$ cat src/rtl/bcd_disp_pkg.sv
// Shared types and constants for the BCD display scheduler.
// Segment patterns are active-low, bit order {g,f,e,d,c,b,a}.
package bcd_disp_pkg;

    localparam int NUM_DIGITS = 8;
    localparam int BCD_DIGITS = 5;

    typedef enum logic [1:0] {
        IDLE  = 2'd0,
        SHIFT = 2'd1,
        DONE  = 2'd2
    } state_e;

    localparam logic [6:0] SEG_0     = 7'h40;
    localparam logic [6:0] SEG_1     = 7'h79;
    localparam logic [6:0] SEG_2     = 7'h24;
    localparam logic [6:0] SEG_3     = 7'h30;
    localparam logic [6:0] SEG_4     = 7'h19;
    localparam logic [6:0] SEG_5     = 7'h12;
    localparam logic [6:0] SEG_6     = 7'h02;
    localparam logic [6:0] SEG_7     = 7'h78;
    localparam logic [6:0] SEG_8     = 7'h00;
    localparam logic [6:0] SEG_9     = 7'h10;
    localparam logic [6:0] SEG_BLANK = 7'h7F;

    // Double-dabble correction applied before every shift
    function automatic logic [19:0] bcd_add3(input logic [19:0] b);
        logic [19:0] r;
        r = b;
        for (int i = 0; i < BCD_DIGITS; i++) begin
            if (b[i*4 +: 4] >= 4'd5) begin
                r[i*4 +: 4] = b[i*4 +: 4] + 4'd3;
            end
        end
        return r;
    endfunction

endpackage

$ cat src/rtl/bcd_display_scheduler_seg7_decode.sv
// Combinational BCD digit to active-low seven-segment decoder.
// Codes 10..15 never occur and decode to a blank digit.
module seg7_decode
    import bcd_disp_pkg::*;
(
    input  logic [3:0] bcd_i,
    output logic [6:0] seg_o
);

    always_comb begin
        seg_o = SEG_BLANK;
        unique case (bcd_i)
            4'd0:    seg_o = SEG_0;
            4'd1:    seg_o = SEG_1;
            4'd2:    seg_o = SEG_2;
            4'd3:    seg_o = SEG_3;
            4'd4:    seg_o = SEG_4;
            4'd5:    seg_o = SEG_5;
            4'd6:    seg_o = SEG_6;
            4'd7:    seg_o = SEG_7;
            4'd8:    seg_o = SEG_8;
            4'd9:    seg_o = SEG_9;
            default: seg_o = SEG_BLANK;
        endcase
    end

endmodule

$ cat src/rtl/bcd_display_scheduler.sv
// Binary-to-BCD converter feeding a multiplexed 8-digit display.
// Conversion and scanning run independently; the display register decouples them.
module bcd_display_scheduler
    import bcd_disp_pkg::*;
#(
    parameter int REFRESH_DIV = 50000
) (
    input  logic        clk,
    input  logic        rst_n,
    input  logic        load,
    input  logic [15:0] value,
    output logic        busy,
    output logic        done,
    output logic [7:0]  an,
    output logic [6:0]  seg,
    output logic        dp
);

    localparam logic [15:0] REFRESH_MAX = 16'(REFRESH_DIV - 1);

    state_e      state_q;
    logic [15:0] bin_q;
    logic [19:0] bcd_q;
    logic [3:0]  cnt_q;
    logic [19:0] disp_q;
    logic [19:0] bcd_adj;

    logic [15:0] refresh_q, refresh_d;
    logic [2:0]  digit_q, digit_d;
    logic [7:0]  an_q;
    logic [6:0]  seg_q, seg_d;

    logic [NUM_DIGITS-1:0][3:0] nibs;
    logic [NUM_DIGITS-1:0]      lit_vec;
    logic [3:0]                 nib;
    logic [6:0]                 dec_seg;
    logic                       above;

    assign bcd_adj = bcd_add3(bcd_q);

    always_ff @(posedge clk or negedge rst_n) begin
        if (!rst_n) begin
            state_q <= IDLE;
            bin_q   <= '0;
            bcd_q   <= '0;
            cnt_q   <= '0;
            disp_q  <= '0;
        end else begin
            unique case (state_q)
                IDLE: begin
                    if (load) begin
                        bin_q   <= value;
                        bcd_q   <= '0;
                        cnt_q   <= '0;
                        state_q <= SHIFT;
                    end
                end
                SHIFT: begin
                    bcd_q <= {bcd_adj[18:0], bin_q[15]};
                    bin_q <= {bin_q[14:0], 1'b0};
                    cnt_q <= cnt_q + 4'd1;
                    if (cnt_q == 4'd15) begin
                        state_q <= DONE;
                    end
                end
                DONE: begin
                    disp_q  <= bcd_q;
                    state_q <= IDLE;
                end
                default: state_q <= IDLE;
            endcase
        end
    end

    assign busy = (state_q != IDLE);
    assign done = (state_q == DONE);
    assign dp   = 1'b1;

    always_comb begin
        refresh_d = refresh_q + 16'd1;
        digit_d   = digit_q;
        if (refresh_q == REFRESH_MAX) begin
            refresh_d = '0;
            digit_d   = digit_q + 3'd1;
        end
    end

    // Leading-zero blanking: a digit is lit if it or any higher digit is nonzero
    always_comb begin
        nibs    = '0;
        lit_vec = '0;
        above   = 1'b0;
        for (int i = BCD_DIGITS - 1; i >= 0; i--) begin
            nibs[i]    = disp_q[i*4 +: 4];
            above      = above | (disp_q[i*4 +: 4] != 4'd0);
            lit_vec[i] = above | (i == 0);
        end
        nib = nibs[digit_q];
    end

    seg7_decode u_dec (
        .bcd_i (nib),
        .seg_o (dec_seg)
    );

    assign seg_d = lit_vec[digit_q] ? dec_seg : SEG_BLANK;

    always_ff @(posedge clk or negedge rst_n) begin
        if (!rst_n) begin
            refresh_q <= '0;
            digit_q   <= '0;
            an_q      <= 8'hFE;
            seg_q     <= SEG_0;
        end else begin
            refresh_q <= refresh_d;
            digit_q   <= digit_d;
            an_q      <= ~(8'h01 << digit_q);
            seg_q     <= seg_d;
        end
    end

    assign an  = an_q;
    assign seg = seg_q;

endmodule

$ cat config.mk
export PLATFORM = sky130hd
export DESIGN_NAME = bcd_display_scheduler
export DESIGN_NICKNAME = d
export VERILOG_FILES = /design/src/rtl/bcd_disp_pkg.sv /design/src/rtl/bcd_display_scheduler_seg7_decode.sv /design/src/rtl/bcd_display_scheduler.sv
export SDC_FILE = /design/constraint.sdc
export NUM_CORES = 1
export LEC_CHECK = 0
export CORE_MARGIN = 2
export CORE_UTILIZATION = 60
export DETAILED_ROUTE_END_ITERATION = 12
export GPL_TIMING_DRIVEN = 1
export PLACE_DENSITY = 0.82
export SLEW_MARGIN = 20
export SYNTH_ARGS = -nofsm -noshare
export SYNTH_HDL_FRONTEND = slang
export SYNTH_SLANG_ARGS = --single-unit
$ cat constraint.sdc
create_clock -name clk -period 4.1 [get_ports clk]
set_clock_uncertainty 0.15 [all_clocks]
set_input_delay 1.23 -clock clk [delete_from_list [all_inputs] [get_ports clk]]
set_output_delay 1.23 -clock clk [all_outputs]
set_load 0.02 [all_outputs]
==> flow_summary.yaml <==
clock_network:
  cts_tree: "yes"
  root_buffer: "clkbuf_8"
  number_of_setup_buffers_added_after_cts: 0
  clock_path_buffers: 2
  insertion_delay_ns: 0.36
  cts_made_buffers: 9
  cts.reportedPaths.clkPinSlew_ns: 0.08
  post_cts.resized_instances: 0
  ctsHtreeMaxLevel: 3
  holdBufCountCts: 0
  numClockSinks: 96
yosys:
  yosys_register_bits: 96
  yosysSeqAreaShare_pct: 52.4
  synth_fp_nets: 477
  synth.yosys.warnings: 0
  syn_inst: 435
  synth_area_per_cell_sq_um: 10.6
  synth_area_sq_um: 4610
  post_synth_num_cell_types: 45
floorplan:
  placeableCoreArea_sq_um: 7330
  ioPinCount: 37
  die_w_um: 91.6
  die_h_um: 91.6
  floorplan.initialDensity_pct: 62.8
  rows: 31
  dieArea_sq_um: 8390
layout:
  finalNonFillerCells: 568
  flow.area_growth_from_synthesis_pct: 13.8
  final_core_utilization_pct: 71.5
  antenna_cells: 0
  layout_common_cells: "dfrtp_1, nor2_1, clkdlybuf4s50_1"
  layout.cells.most_common: "dfrtp_1"
  final_layout_size_suffix_gt1_share_pct: 13.6
  fill_cells: 521
  stdcell_area_sq_um: 5240
  layout.nets: 506
global_route:
  use_met3_pct: 3.53
  grt_pass1_vias: 3093
  global_route_met2_usage_pct: 33.7
  pin_count_of_the_biggest_net_entering_global_routing: 58
  grt_busiest_layer: "met2"
  groute.usage.overall_pct: 21.6
  global_route.overflow_total: 0
  number_of_antenna_violations_at_the_first_check_in_global_routing: 0
  gr-usage-met1_pct: 30.7
  grt_first_pass_wirelength_um: 14500
power_and_ir_drop:
  power_density_nw_per_um2: 590
  p_leak_nw: 2.28
  design_power_mw: 3.09
  max-vdd-ir-drop_uv: 524
critical_path:
  critical_path.max_stage_delay_ns: 0.66
  worstSetupEndpointType: "primary output"
  worst-endpoint-required_ns: 2.72
  path_max_fanout: 21
  startpoint_class: "flop"
  worst_path_arrival_ns: 1.85
  crit_slowest_cell: "clkdlybuf4s50_1"
  worstSetupPathType: "flop to primary output"
  worstPathCellList: "nor2b_1, buf_4, clkdlybuf4s50_1"
job:
  number_of_maximum_capacitance_violations: 0
sta:
  hold_violations: 0
  totalNegativeSetupSlack_ns: 0
  layout_setup_ws_ns: 0.872
  final_max_slew_viol_count: 0
  period_share_pct: 78.7
  setup_repair_after_global_routing_missed_its_margin: "false"
  crit_path_time_final_ns: 3.23
  worst_slew_pin_slew_ns: 0.984
  max-slew-margin-rel_pct: 34.4
  finalSetupViolCount: 0
  fmax_mhz: 310
  hold_ws_ns: 0.337
routing:
  detailroute.via_count: 3186
  totalWireLength_um: 8140
  viasPerCell: 5.61
  drt_iter0_drc: 182
  drt_pre_antenna_iters: 5
  route.antenna.remaining_nets: 0
  drc_errors: 0
  avgRoutedWirePerCell_um: 14.3
placement:
  place_area_sq_um: 5020
  placed_cells: 552
  detailed_place_hpwl_um: 5470
  io_buffer_count: 35
  detailedPlace.worstSlack_ns: 0.898
  gp_congestion: 0.873
hold_path:
  worst_hold_path_type: "flop to flop"
run_status:
  run_status: "finished clean"
## cell usage after synthesis (all sizes together)
master,count,area (sq um)
a21boi,1,7.51
a21oi,14,70.1
a221oi,1,8.76
a31oi,3,18.8
a32o,5,50.1
a32oi,2,17.5
and2,1,6.26
and2b,1,8.76
and3,3,18.8
buf,6,35.0
clkbuf,16,60.1
conb,1,3.75
dfrtp,88,2200
dfstp,8,210
ha,23,288
inv,21,78.8
mux2,24,270
mux2i,7,70.1
nand2,19,73.8
nand2b,7,43.8
nand3,25,125
nand3b,1,7.51
nand4,3,18.8
nor2,53,199
nor2b,5,31.3
nor3,4,31.3
nor3b,3,22.5
nor4,1,6.26
o21ai,27,139
o22ai,15,93.8
o2bb2ai,1,8.76
o31ai,11,82.6
or2,3,18.8
or3b,1,8.76
or4,5,41.3
or4b,1,10.0
xnor2,13,114
xor2,12,105
## layer usage
layer  vias to the layer above  part of all wire (%)
li1                       1571                     -
met4                         0                  0.87
met3                         4                   3.3
met1                      1560                    48
met5                         -                     0
met2                        51                    48
## cell families (layout without fill, tap and decap cells)
group | after synthesis | in the layout | share of synthesized area [%]
other | 1 | 1 | 0.0814
XOR/XNOR | 25 | 25 | 4.75
flip-flops | 96 | 96 | 52.4
multiplexers | 31 | 31 | 7.39
AO/OA/AOI/OAI | 80 | 80 | 10.8
AND/OR/NAND/NOR | 136 | 136 | 14.6
buffers and inverters | 43 | 77 | 3.78
adder cells (fa/ha/maj) | 23 | 23 | 6.25
## flip-flops by register name, indices dropped and copies added (netlist names)
register   cells
digit_q        3
bin_q         16
cnt_q          4
seg            7
an             8
bcd_q         20
state_q        2
refresh_q     16
disp_q        20
## worst paths after layout
kind,start,endpoint,slack [ns],cells after the start
min in group asynchronous,rst_n,refresh_q[11],0.75,1
hold reg to reg,bin_q[15],bcd_q[0],0.34,2
setup / recovery,state_q[0],done,0.87,3
hold / removal,bin_q[15],bcd_q[0],0.34,2
max in group asynchronous,rst_n,an[4],2.22,2
setup reg to reg,digit_q[1],seg[4],1.15,6
## critical path: cells and delay by family (launching register included)
family                 cells  cell delay, ns
AND/OR/NAND/NOR            1            0.12
flip-flops                 1            0.42
buffers and inverters      2            0.95
## where the power goes
group / internal [mW] / leakage [nW] / switching [mW] / total (mW)
logic: 0.458 / 1.00 / 0.547 / 1.00
registers: 1.21 / 1.17 / 0.213 / 1.42
clock network: 0.344 / 0.110 / 0.322 / 0.667
total: 2.01 / 2.28 / 1.08 / 3.09
## area by class of cell
| type | count | area, sq um | share of cell area (%) |
|---|---|---|---|
| flip-flops and latches | 96 | 2410 | 46.0 |
| clock inverters | 7 | 95.1 | 1.81 |
| inverters | 21 | 78.8 | 1.50 |
| multi-input cells | 296 | 2020 | 38.6 |
| repair buffers | 40 | 385 | 7.35 |
| well taps | 99 | 124 | 2.36 |
| clock buffers | 9 | 124 | 2.36 |
Note: power is estimated with default switching activity, not from simulation.
